===== src/rtl/pipe_pkg.sv =====
// pipe_pkg: shared types and helpers for the pipelined-CPU inter-stage register.
//   pipe_state_t  occupancy of a stage register (empty / one word / head+skid)
//   RESET_PC_DEF  default PC loaded into the PC word on reset
//   bubble_bus()  builds the nop pattern: every field zero except the PC word
package pipe_pkg;

    typedef enum logic [1:0] {
        ST_EMPTY = 2'd0,
        ST_ONE   = 2'd1,
        ST_FULL  = 2'd2
    } pipe_state_t;

    localparam logic [31:0] RESET_PC_DEF = 32'h0000_3000;

    // Upper bounds for bubble_bus(); callers truncate the result to their bus width.
    localparam int BUS_MAX = 4096;
    localparam int PC_MAX  = 64;

    // All-zero bus (Instr=0 decodes as nop) with pc placed in word pc_field.
    function automatic logic [BUS_MAX-1:0] bubble_bus(input logic [PC_MAX-1:0] pc,
                                                      input int pc_field,
                                                      input int field_w);
        logic [BUS_MAX-1:0] b;
        b = '0;
        for (int i = 0; i < PC_MAX; i++) begin
            if (i < field_w && (pc_field * field_w + i) < BUS_MAX)
                b[pc_field * field_w + i] = pc[i];
        end
        return b;
    endfunction

endpackage


===== src/rtl/pipe_entry.sv =====
// pipe_entry: one storage entry of the stage register.
//   clk    in  clock
//   en_i   in  load enable
//   sel_i  in  0: load a_i, 1: load b_i (bubble / clear pattern)
//   a_i    in  normal load value
//   b_i    in  alternate load value
//   q_o    out stored entry
module pipe_entry #(
    parameter int W = 8
) (
    input  logic         clk,
    input  logic         en_i,
    input  logic         sel_i,
    input  logic [W-1:0] a_i,
    input  logic [W-1:0] b_i,
    output logic [W-1:0] q_o
);

    always_ff @(posedge clk) begin
        if (en_i)
            q_o <= sel_i ? b_i : a_i;
    end

endmodule


===== src/rtl/pipe_stage_skid.sv =====
// pipe_stage_skid: valid/ready inter-stage register for the pipelined MIPS CPU.
// Carries NFIELDS words plus the A3 destination index, with an optional skid
// entry, synchronous flush (bubble insertion) and a saturating stall counter.
//   clk, reset            clock, synchronous active-high reset
//   in_valid/in_ready     upstream handshake
//   in_bus, in_a3         incoming word (field k at [k*FIELD_W +: FIELD_W])
//   flush, flush_pc       squash contents, leave a bubble carrying flush_pc
//   out_valid/out_ready   downstream handshake
//   out_bus, out_a3       head entry
//   stall_cnt             saturating count of out_valid && !out_ready cycles
module pipe_stage_skid
    import pipe_pkg::*;
#(
    parameter int                 NFIELDS  = 8,
    parameter int                 FIELD_W  = 32,
    parameter int                 A3_W     = 5,
    parameter int                 PC_FIELD = 1,
    parameter logic [FIELD_W-1:0] RESET_PC = FIELD_W'(RESET_PC_DEF),
    parameter int                 SKID     = 1,
    parameter int                 CNT_W    = 16
) (
    input  logic                       clk,
    input  logic                       reset,
    input  logic                       in_valid,
    output logic                       in_ready,
    input  logic [NFIELDS*FIELD_W-1:0] in_bus,
    input  logic [A3_W-1:0]            in_a3,
    input  logic                       flush,
    input  logic [FIELD_W-1:0]         flush_pc,
    output logic                       out_valid,
    input  logic                       out_ready,
    output logic [NFIELDS*FIELD_W-1:0] out_bus,
    output logic [A3_W-1:0]            out_a3,
    output logic [CNT_W-1:0]           stall_cnt
);

    localparam int BUS_W = NFIELDS * FIELD_W;
    localparam int ENT_W = BUS_W + A3_W;

    pipe_state_t        state_q, state_d;
    logic               in_xfer, out_xfer;
    logic               head_en, head_sel, head_from_skid, skid_en;
    logic [ENT_W-1:0]   head_q, skid_q, head_a, head_b;
    logic [FIELD_W-1:0] bub_pc;
    logic [CNT_W-1:0]   stall_cnt_q;

    assign out_valid = (state_q != ST_EMPTY);
    assign in_xfer   = in_valid & in_ready;
    assign out_xfer  = out_valid & out_ready;

    always_comb begin
        state_d        = state_q;
        head_en        = 1'b0;
        head_from_skid = 1'b0;
        skid_en        = 1'b0;
        if (SKID != 0) begin
            case (state_q)
                ST_EMPTY: if (in_xfer) begin
                    state_d = ST_ONE;
                    head_en = 1'b1;
                end
                ST_ONE: begin
                    if (in_xfer && out_xfer) begin
                        head_en = 1'b1;
                    end else if (in_xfer) begin
                        skid_en = 1'b1;
                        state_d = ST_FULL;
                    end else if (out_xfer) begin
                        state_d = ST_EMPTY;   // head data left as-is
                    end
                end
                ST_FULL: if (out_xfer) begin
                    head_en        = 1'b1;
                    head_from_skid = 1'b1;
                    state_d        = ST_ONE;
                end
                default: state_d = ST_EMPTY;
            endcase
        end else begin
            if (in_xfer) begin
                head_en = 1'b1;
                state_d = ST_ONE;
            end else if (out_xfer) begin
                state_d = ST_EMPTY;
            end
        end
        // Reset and flush override any handshake; a same-cycle in_xfer is dropped.
        if (reset || flush) begin
            state_d = ST_EMPTY;
            head_en = 1'b1;
            skid_en = reset;
        end
    end

    always_ff @(posedge clk) begin
        if (reset) state_q <= ST_EMPTY;
        else       state_q <= state_d;
    end

    // Both reset and flush load the nop pattern; only the PC differs.
    assign head_sel = reset | flush;
    assign bub_pc   = reset ? RESET_PC : flush_pc;
    assign head_b   = {{A3_W{1'b0}}, BUS_W'(bubble_bus(PC_MAX'(bub_pc), PC_FIELD, FIELD_W))};
    assign head_a   = head_from_skid ? skid_q : {in_a3, in_bus};

    pipe_entry #(.W(ENT_W)) u_head (
        .clk   (clk),
        .en_i  (head_en),
        .sel_i (head_sel),
        .a_i   (head_a),
        .b_i   (head_b),
        .q_o   (head_q)
    );

    generate
        if (SKID != 0) begin : g_skid
            logic rdy_q;

            // Registered ready: no combinational path from out_ready to in_ready.
            always_ff @(posedge clk) begin
                if (reset) rdy_q <= 1'b1;
                else       rdy_q <= (state_d != ST_FULL);
            end
            assign in_ready = rdy_q;

            pipe_entry #(.W(ENT_W)) u_skid (
                .clk   (clk),
                .en_i  (skid_en),
                .sel_i (reset),
                .a_i   ({in_a3, in_bus}),
                .b_i   ('0),
                .q_o   (skid_q)
            );
        end else begin : g_noskid
            logic unused_skid_en;
            assign unused_skid_en = skid_en;
            assign in_ready       = out_ready | ~out_valid;
            assign skid_q         = '0;
        end
    endgenerate

    // Flush does not clear the counter; only reset does.
    always_ff @(posedge clk) begin
        if (reset)
            stall_cnt_q <= '0;
        else if (out_valid && !out_ready && stall_cnt_q != {CNT_W{1'b1}})
            stall_cnt_q <= stall_cnt_q + CNT_W'(1);
    end

    assign out_bus   = head_q[BUS_W-1:0];
    assign out_a3    = head_q[ENT_W-1 -: A3_W];
    assign stall_cnt = stall_cnt_q;

endmodule


===== config.mk =====
export PLATFORM = sky130hd
export DESIGN_NAME = pipe_stage_skid
export DESIGN_NICKNAME = d
export VERILOG_FILES = /design/src/rtl/pipe_pkg.sv /design/src/rtl/pipe_entry.sv /design/src/rtl/pipe_stage_skid.sv
export SDC_FILE = /design/constraint.sdc
export NUM_CORES = 1
export LEC_CHECK = 0
export ABC_AREA = 0
export CORE_AREA = 8 8 283 285
export DETAILED_ROUTE_END_ITERATION = 8
export DIE_AREA = 0 0 291 293
export MAX_ROUTING_LAYER = met4
export PLACE_DENSITY = 0.63
export SETUP_SLACK_MARGIN = 0.02
export SKIP_CTS_REPAIR_TIMING = 1
export SLEW_MARGIN = 10
export SYNTH_ARGS = -nofsm -noshare
export SYNTH_HDL_FRONTEND = slang
export SYNTH_SLANG_ARGS = --single-unit

===== constraint.sdc =====
create_clock -name clk -period 8.3 [get_ports clk]
set_clock_uncertainty 0.2 [all_clocks]
set_input_delay 1.66 -clock clk [delete_from_list [all_inputs] [get_ports clk]]
set_output_delay 1.66 -clock clk [all_outputs]
set_load 0.01 [all_outputs]

## After elaboration in Yosys (flattened, before gate mapping)

Cells that the tools add are included.

| storage, ports and cells | value |
|---|---|
| register bits after elaboration | 541 |
| bits of input ports | 298 |
| output and inout port bits | 279 |
| logic and storage cells | 40 |

| operators by class | value |
|---|---|
| $add $sub $neg | 1 |
| equal/unequal tests | 4 |
| mux-type cells | 19 |
| bitwise logic cells | 3 |
| reduce and logical (&&, ||, !) cells | 7 |

Operators with widths:

| cell | count |
|---|---|
| 261-bit 2-to-1 mux | 1 |
| 64-bit 2-to-1 mux | 1 |
| 32-bit 2-to-1 mux | 1 |
| 16-bit by 1-bit adder with 16-bit output (second input constant) | 1 |
| 16-bit != test (second input constant) | 1 |
| 2-bit 2-to-1 mux | 6 |
| 1-bit 2-to-1 mux | 8 |
| 2-bit case mux with 3 select lines | 1 |
| 1-bit logical AND | 3 |
| 1-bit case mux with 3 select lines | 1 |
| 1-bit bitwise AND | 2 |
| 2-bit by 1-bit == test with 1-bit output (second input constant) | 1 |
| 2-bit == test (second input constant) | 1 |
| 2-bit logical NOT | 1 |
| 2-bit != test (second input constant) | 1 |
| 2-bit nonzero test | 1 |
| 1-bit logical NOT | 1 |
| 1-bit logical OR | 1 |
| 1-bit bitwise OR | 1 |

## Longest topological paths before layout

Gate-level depths: netlist (run 1).

| logic depth | value |
|---|---|
| depth after elaboration | 8 |
| mapped depth | 7 |
| gate-level depth less buffers | 5 |

## Modules after synthesis

Synthesis (run 1) repeated with hierarchy kept, for this count alone.

| second synthesis, totals | value |
|---|---|
| cell total of the unflattened synthesis | 1542 |
| area, all modules | 27811.7 µm² |

Modules (own cells, without submodules):

| module | instances | cells each | area each (µm²) | seq. area each (µm²) |
|---|---|---|---|---|
| pipe_entry | 2 | 551 | 11772.5 | 7837.5 |
| pipe_stage_skid | 1 | 440 | 4266.6 | 380.4 |

## Worst setup path before layout (run 1)

No wires, ideal clock.

| path | value |
|---|---|
| path type | input-to-reg |
| start point | input port out_ready |
| end point | register u_head.q_o[0] (enable) |
| library setup time | 0.638 ns |
| arrival time | 7.711 ns |
| data required time | 7.462 ns |
| path slack | -0.249 ns |
| stages on the path | 4 |
| path buffers | 2 |
| cell sequence | and3b_1 buf_2 buf_2 or3_1 |

| between the ends | value |
|---|---|
| cells in the longest elaborated chain, start to end | 5 |
| elaborated cells on any way between the ends | 6 |
| classes of those cells | mux (4); bitwise (1); reduce/logical (1) |

RTL lines:

| item | line | source |
|---|---|---|
| start, declared | pipe_stage_skid.sv:31 | `input logic out_ready,` |
| 1-bit bitwise AND * | pipe_stage_skid.sv:49 | `assign out_xfer = out_valid & out_ready;` |
| 1-bit logical AND | pipe_stage_skid.sv:63 | `if (in_xfer && out_xfer) begin` |
| 1-bit 2-to-1 mux | pipe_stage_skid.sv:63 |  |
| 1-bit case mux with 3 select lines * | pipe_stage_skid.sv:57 | `case (state_q)` |
| 1-bit 2-to-1 mux * | pipe_stage_skid.sv:88 | `if (reset \|\| flush) begin` |
| named net head_en | pipe_stage_skid.sv:42 | `logic head_en, head_sel, head_from_skid, skid_en;` |
| end signal, assigned | pipe_entry.sv:21 | `q_o <= sel_i ? b_i : a_i;` |
| end, declared | pipe_entry.sv:16 | `output logic [W-1:0] q_o` |

The timed path passes the listed nets; every way through them passes the cells marked *.
A chain may end at the register's enable or synchronous reset.

## Worst setup path in the final report (run 1)

| path | value |
|---|---|
| start point | input port reset |
| end point | register u_head.q_o[120] (enable) |

| between the ends | value |
|---|---|
| cells in the longest elaborated chain, start to end | 2 |

RTL lines:

| item | line | source |
|---|---|---|
| start, declared | pipe_stage_skid.sv:23 | `input logic reset,` |
| 1-bit logical OR | pipe_stage_skid.sv:88 |  |
| 1-bit 2-to-1 mux | pipe_stage_skid.sv:88 |  |
| named net head_en | pipe_stage_skid.sv:42 |  |

The timed path passes the listed nets, and every way through them passes these cells.

==> reports/metrics.cfg, run 1 <==
[floorplan]
core_area_sq_mm=0.0754
start_util=0.297
die_area_sq_mm=0.0853
die_x_um=291
die_y_um=293
ios=577
core.rowCount=101

[sta]
slew_viol_final=0
fin_crit_ns=4.77
setup_viol=0
hold_viol_final=0
fin_crit_sh=0.575
rsz0062_at_grt=false
setup_tns_ns=0
maxSlewHeadroom=0.229
max_freq_mhz=210
worst_pin_slew_ns=1.16

[layout]
fin_area_sq_mm=0.0311
areaGrowthSynthToFinish_pct=38.7
drive_gt1_frac=0.0510
final_common_cell=clkdlybuf4s50_1
layout.nets=2664
mostFrequentLayoutCells=clkdlybuf4s50_1, nand2_1, edfxtp_1

[placement]
gp_congestion=0.829
portBuffers=576
hpwl_um=46200
placed_area_sq_mm=0.0290

[worst_hold_path]
holdPathStages=2
min_from=stall_cnt[1]$_SDFFE_PP0P_
min_to=stall_cnt[1]$_SDFFE_PP0P_
hold_path_class=flop to flop

[clock_network]
cts_root_buf=clkbuf_16
htreeDepth=2
clock_latency_ns=0.62
cts_num_sinks=541
clkSlewWorstSetupHoldPaths_ns=0.06
cts_tree=done
cts_made_buffers=59
clock_path_buffers=3

[critical_path]
r2r_slack_ns=4.71
setup.worst_path.end_class=flop
rr_worst_depth=5
rr_startpoint=state_q[1]$_SDFF_PP0_
crit_fanout=124
reg2reg_to=u_head.q_o[119]$_SDFFCE_PN0P_
critPathArrivalTime_ns=4.79
crit_required_ns=8.32
crit_type=input pin to flop
cp-start-kind=input pin

[grt]
antenna_found_initial=13
grt_remaining_overflow=0
grt_usage=0.159
grt_max_degree=140
grt_pass1_wl_um=103000
first_global_vias=16400

[yosys]
synth_top_cells_by_area=edfxtp_1, nand2_1, nor2b_1
yosys.area_share.adder=0.000559
synth_cells=1838
yosysSeqAreaShare=0.717
synth_compound_area_frac=0.0710
avgSynthCellArea_sq_um=12.2
synth-simple-area-share=0.182
yosysTopAreaCellShare=0.700
async_flop_share=0
muxShareOfSynthArea=0.00525
synth_top_flop_cell=edfxtp_1
syn-num-nets=2137
synth_seq_cells=541
synth_top_area_cell=edfxtp_1
synthDistinctLibCells=46
syn_area_sq_mm=0.0224
synth-xor-area-share=0
synth_top_family_by_area=simple AND/OR/NAND/NOR gates
ys.warnings.count=0
synth_edf_count=522

[power_and_ir_drop]
power_frac_seq=0.491
p_sw_frac=0.221
p_leak_nw=11.4
finalPower_w=0.00663
p_sw_w=0.00147
ir_drop_mv=0.145
p_int_w=0.00516
clkPwrFrac=0.410
power.density_mw_per_mm2=213
p_comb_frac=0.100

[routing]
vias_per_cell=4.70
wirelength_um=69900
first_pass_iters=5
drc=0
drt-initial-drc-count=1281
antenna_left=0
wl_per_cell_um=20.5
num_vias=16000

[outcome]
outcome=complete, no violations

[job]
maxCapViolations=0

==> through the flow <==
step            util  worst slack, ns  instances  hold slack (ns)
3_5_place_dp   0.385             2.82       3282            0.332
6_report       0.412             3.53       3403            0.346
4_1_cts        0.411             3.49       3390            0.349
2_1_floorplan      -             2.04       1838            0.328
3_3_place_gp   0.385             2.87       3282            0.312
5_1_grt        0.412             3.34       3403            0.375
==> worst max-delay path, stage by stage <==
cell and delay (ns):
buf_8 0.55, or2_4 0.77, or3_4 0.93, buf_12 0.53
==> cells by family after synthesis <==
logic type,Yosys count
buffers and inverters,131
AO/OA/AOI/OAI,286
AND/OR/NAND/NOR,868
adder cells (fa/ha/maj),1
multiplexers,11
flip-flops,541
==> worst max-delay path by stage <==
| stage | startpoint | cells after the start | endpoint | slack (ns) |
|---|---|---|---|---|
| 3_3_place_gp | reset | 4 | u_head.q_o[124]$_SDFFCE_PN0P_ | 2.87 |
| 4_1_cts | reset | 4 | u_head.q_o[120]$_SDFFCE_PN0P_ | 3.49 |
| 5_1_grt | out_ready | 6 | u_head.q_o[155]$_SDFFCE_PN0P_ | 3.34 |
| 3_5_place_dp | reset | 4 | u_head.q_o[133]$_SDFFCE_PN0P_ | 2.82 |
| 2_1_floorplan | flush | 3 | g_skid.u_skid.q_o[0]$_SDFFCE_PP0P_ | 2.04 |
| 6_report | reset | 4 | u_head.q_o[120]$_SDFFCE_PN0P_ | 3.53 |
==> Yosys cell counts (all sizes together), types with 2 or more instances <==
library cell	n
a211oi	3
a21oi	240
a311oi	31
and3	3
and3b	2
and4	2
buf	47
clkbuf	80
dfxtp	19
edfxtp	522
inv	4
mux2	6
mux2i	5
nand2	523
nand2b	4
nand3	4
nand4	4
nor2	37
nor2b	266
nor3	7
nor4	2
o21ai	2
o31ai	4
or2	4
or3	7
==> cell type report <==
cell class,instances,area [sq um]
Antenna cell,13,32.5
Tap cell,978,1220
Sequential cell,541,16100
Timing Repair Buffer,593,5940
Clock inverter,40,454
Fill cell,7013,44400
Clock buffer,68,1530
Inverter,4,15.0
Multi-Input combinational cell,1166,5810
==> power groups by stage <==
stage | combinational, W | clock [W] | sequential (W)
after global placement | 0.000661 | 0 | 0.00331
after floorplan | 0.000180 | 0 | 0.00335
after detailed placement | 0.000667 | 0 | 0.00331
after CTS | 0.000672 | 0.00278 | 0.00325
final | 0.000661 | 0.00271 | 0.00325
after global routing | 0.000707 | 0.00288 | 0.00326
==> state kept, by name (all words and copies together), names as in the netlist <==
| register | cells |
|---|---|
| g_skid.u_skid.q_o | 261 |
| state_q | 2 |
| u_head.q_o | 261 |
| stall_cnt | 16 |
| in_ready | 1 |
==> routing by layer <==
layer / global-route usage / share of wire
met1: 0.185 / 0.39
met2: 0.272 / 0.51
met3: 0.0352 / 0.062
met4: 0.0536 / 0.031
met5: - / 0
(Power assumes the default switching activity.)
==> run 2, diff against run 1 <==
--- a/config.mk
+++ b/config.mk
@@ -10,7 +10,7 @@
 export DETAILED_ROUTE_END_ITERATION = 8
 export DIE_AREA = 0 0 291 293
 export MAX_ROUTING_LAYER = met4
-export PLACE_DENSITY = 0.63
+export PLACE_DENSITY = 0.61
 export SETUP_SLACK_MARGIN = 0.02
 export SKIP_CTS_REPAIR_TIMING = 1
 export SLEW_MARGIN = 10
==> constraint.sdc (replaced) <==
create_clock -name clk -period 4.65 [get_ports clk]
set_clock_uncertainty 0.2 [all_clocks]
set_input_delay 0.93 -clock clk [delete_from_list [all_inputs] [get_ports clk]]
set_output_delay 0.93 -clock clk [all_outputs]
set_load 0.01 [all_outputs]
==> reports/metrics.cfg, run 2 (synthesis gave the netlist of run 1 again) <==
[layout]
layout.nets=2677
areaGrowthSynthToFinish_pct=38.9
final_common_cell=clkdlybuf4s50_1
drive_gt1_frac=0.0540
mostFrequentLayoutCells=clkdlybuf4s50_1, nand2_1, edfxtp_1
fill_cells=7048

[placement]
gp_congestion=0.807
portBuffers=576
hpwl_um=45700

[clock_network]
htreeDepth=2
cts_tree=done
cts_root_buf=clkbuf_16
clkSlewWorstSetupHoldPaths_ns=0.06
clock_path_buffers=3
cts_made_buffers=59
cts_num_sinks=541
clock_latency_ns=0.60

[critical_path]
crit_path_max_incr_delay_ns=0.49
crit_required_ns=3.52
path_buf_inv=1
cp_cell_sequence=or2_2, clkdlybuf4s50_1
critPathArrivalTime_ns=1.81
cp-startpoint=state_q[1]$_SDFF_PP0_
setup.worst_path.end_class=primary output
rr_worst_depth=4
cp_top_family=buffers and inverters
crit_fanout=10
crit_type=flop to primary output
cp_slowest_cell=clkdlybuf4s50_1
rr_startpoint=state_q[0]$_SDFF_PP0_
cp-start-kind=flop
cp.depth=2

[floorplan]
die_x_um=291
ios=577
die_area_sq_mm=0.0853
die_y_um=293
core.rowCount=101
core_area_sq_mm=0.0754
start_util=0.297

[routing]
drc=0
met1_length_um=27200
wirelength_um=67800
antenna_left=0
wl_met3_um=4030
dr.max_layer_used=met4
wl_met2_um=34900
drt-initial-drc-count=1331
vias_per_cell=4.69
first_pass_iters=7
num_vias=16000
wl_per_cell_um=19.9

[grt]
grt_max_degree=148
antenna_found_initial=4
grt_usage=0.156
grt_remaining_overflow=0
grt_pass1_wl_um=102000
first_global_vias=16500

[sta]
setup_viol=0
hold_viol_final=0
fin_crit_ns=2.94
worst_pin_slew_ns=1.08
fin_crit_sh=0.632
max_freq_mhz=340
rsz0062_at_grt=false
maxSlewHeadroom=0.277
slew_viol_final=0
setup_tns_ns=0

[power_and_ir_drop]
p_sw_frac=0.225
ir_drop_mv=0.277
power_frac_seq=0.504
power.density_mw_per_mm2=370
p_sw_w=0.00259
clkPwrFrac=0.393
finalPower_w=0.0115
p_comb_frac=0.103
p_leak_nw=11.5
p_int_w=0.00893

[worst_hold_path]
holdPathStages=2
hold_path_class=flop to flop
min_from=stall_cnt[1]$_SDFFE_PP0P_

[outcome]
outcome=complete, no violations

[job]
maxCapViolations=0

run 2: cell count changes in the layout (fill, tap and decap cells not counted):
cell	previous run	this run
buf_4	14	18
diode_2	13	3
clkinv_1	13	9
clkinv_4	0	2
clkbuf_1	8	17
clkinvlp_4	2	4
clkbuf_8	0	1
clkinv_2	13	9
buf_12	3	12
bufinv_16	10	4
run 2: final cells by class:
type | count | area [sq um] | share of cell area
multi-input combinational | 1166 | 5810 | 0.187
timing repair buffer | 606 | 6150 | 0.198
antenna | 3 | 7.51 | 0.000241
tap | 978 | 1220 | 0.0393
sequential | 541 | 16100 | 0.516
clock inverter | 30 | 272 | 0.00873
inverter | 4 | 15.0 | 0.000483
clock buffer | 78 | 1580 | 0.0508
run 2: routing by layer:
layer	GRT usage	vias up
met2	0.268	552
met5	-	-
met1	0.184	7849
li1	-	7481
met3	0.0328	98
met4	0.0446	0
run 2: power groups by stage:
stage,Combinational (W),Sequential [W],Clock (W)
6_report,0.00119,0.00581,0.00453
3_3_place_gp,0.00118,0.00591,0
3_5_place_dp,0.00120,0.00591,0
5_1_grt,0.00127,0.00583,0.00482
4_1_cts,0.00120,0.00582,0.00464
2_1_floorplan,0.000323,0.00596,0
run 2: path summary, 6_finish.rpt:
check / slack (ns) / to
worst min register to register: 0.35 / stall_cnt[1]$_SDFFE_PP0P_
worst max register to register: 2.22 / u_head.q_o[103]$_SDFFCE_PN0P_
worst min-delay path: 0.35 / stall_cnt[1]$_SDFFE_PP0P_
worst max-delay path: 1.71 / out_valid
run 2: worst register-to-register path, delay by kind of cell, from the launching register on:
family / cells / cell delay [ns]
AND/OR/NAND/NOR: 3 / 1.00
buffers and inverters: 1 / 0.32
flip-flops: 1 / 0.46
run 2: per-stage QoR:
stage | utilization | area, sq um | hold WS, ns | cells | setup slack, ns
floorplan | - | 22400 | 0.328 | 1838 | 0.630
global placement | 0.388 | 29300 | 0.313 | 3295 | 1.15
detailed placement | 0.388 | 29300 | 0.343 | 3295 | 1.12
CTS | 0.412 | 31100 | 0.348 | 3403 | 1.65
global route | 0.412 | 31100 | 0.372 | 3406 | 1.63
finish | 0.412 | 31100 | 0.352 | 3406 | 1.71
==> run 3, diff against run 2 <==
==> constraint.sdc (replaced) <==
create_clock -name clk -period 3.02 [get_ports clk]
set_clock_uncertainty 0.2 [all_clocks]
set_input_delay 0.604 -clock clk [delete_from_list [all_inputs] [get_ports clk]]
set_output_delay 0.604 -clock clk [all_outputs]
set_load 0.01 [all_outputs]
==> reports/metrics.cfg, run 3 (synthesis gave the netlist of run 1 again) <==
[outcome]
outcome=complete, no violations

[grt]
first_global_vias=16900
antenna_found_initial=12
grt_max_degree=159
grt_pass1_wl_um=104000
grt_usage=0.159
grt_remaining_overflow=0

[clock_network]
htreeDepth=2
cts_root_buf=clkbuf_16
clkSlewWorstSetupHoldPaths_ns=0.07
cts_num_sinks=541
cts_made_buffers=57
cts_tree=done
clock_latency_ns=0.59
clock_path_buffers=3

[layout]
fill_cells=6933
drive_gt1_frac=0.0712
areaGrowthSynthToFinish_pct=41.6
fin_cells=3449
mostFrequentLayoutCells=clkdlybuf4s50_1, nand2_1, edfxtp_1
layout.nets=2713
final_common_cell=clkdlybuf4s50_1

[critical_path]
rr_worst_depth=5
crit_path_max_incr_delay_ns=0.59
crit_type=flop to primary output
cp_slowest_cell=clkdlybuf4s50_1
cp-start-kind=flop
cp_cell_sequence=or2_2, clkdlybuf4s50_1
setup.worst_path.end_class=primary output
critPathArrivalTime_ns=1.90
crit_fanout=10
crit_required_ns=2.22

[power_and_ir_drop]
power_frac_seq=0.498
p_comb_frac=0.104
power.density_mw_per_mm2=567
p_sw_w=0.00400
ir_drop_mv=0.383
clkPwrFrac=0.398
p_int_w=0.0140
p_leak_nw=11.7
p_sw_frac=0.222

[sta]
fin_crit_sh=0.894
setup_tns_ns=0
setup_viol=0
slew_viol_final=0
fin_crit_ns=2.70
hold-worst-slack_ns=0.331
worst_pin_slew_ns=0.900
hold_viol_final=0
rsz0062_at_grt=false
max_freq_mhz=370
maxSlewHeadroom=0.400

[routing]
first_pass_iters=5
num_vias=16100
drc=0
wl_per_cell_um=20.1
antenna_left=0
vias_per_cell=4.66
drt-initial-drc-count=1403
wirelength_um=69300

[job]
maxCapViolations=0

[worst_hold_path]
hold_path_class=flop to flop
holdPathStages=2

[placement]
gp_congestion=0.852
dp_cells=3333
portBuffers=576
hpwl_um=48700

[floorplan]
core.rowCount=101
die_y_um=293
start_util=0.297
ios=577
core_area_sq_mm=0.0754
die_area_sq_mm=0.0853
die_x_um=291

## run 3: per-stage QoR
stage                     utilization  total power [W]  setup slack (ns)  cell area [sq um]
after detailed placement        0.394           0.0110             0.105              29800
after floorplan                     -          0.00969            -0.446              22500
after CTS                       0.420           0.0182             0.277              31700
after global placement          0.394           0.0110             0.141              29800
final                           0.420           0.0180             0.319              31700
after global routing            0.420           0.0186             0.228              31700
## run 3: worst max-delay path, delay by kind of cell (launching register included)
| family | cells | cell delay, ns |
|---|---|---|
| buffers and inverters | 1 | 0.59 |
| flip-flops | 1 | 0.50 |
| AND/OR/NAND/NOR | 1 | 0.21 |
## run 3: final timing paths
check                                                 from                             to  slack [ns]
worst max register to register       state_q[0]$_SDFF_PP0_  u_head.q_o[159]$_SDFFCE_PN0P_        0.82
worst min register to register  stall_cnt[13]$_SDFFE_PP0P_     stall_cnt[13]$_SDFFE_PP0P_        0.33
worst max-delay path                 state_q[1]$_SDFF_PP0_                      out_valid        0.32
worst min-delay path            stall_cnt[13]$_SDFFE_PP0P_     stall_cnt[13]$_SDFFE_PP0P_        0.33
## run 3: per-layer routing
metal / up-vias / part of all wire / global-route usage / routed length [um]
met2: 618 / 0.50 / 0.268 / 34900
met1: 7772 / 0.41 / 0.191 / 28100
li1: 7579 / - / - / -
met4: 0 / 0.028 / 0.0502 / 1950
met5: - / 0 / - / 0
met3: 115 / 0.062 / 0.0352 / 4290
## run 3: cell type report
type,count,area (sq um),area share
inverters,4,20.0,0.000632
flip-flops and latches,541,16100,0.507
clock buffers,72,1540,0.0487
well taps,978,1220,0.0386
diodes,12,30.0,0.000947
repair buffers,644,6640,0.210
multi-input cells,1166,5820,0.184
clock inverters,32,364,0.0115
## run 3: power groups by stage
stage                     combinational [W]  sequential, W  clock, W
after floorplan                    0.000502        0.00918         0
after global placement              0.00187        0.00911         0
after detailed placement            0.00188        0.00911         0
after CTS                           0.00190        0.00896   0.00736
after global routing                0.00200        0.00899   0.00763
final                               0.00187        0.00895   0.00717
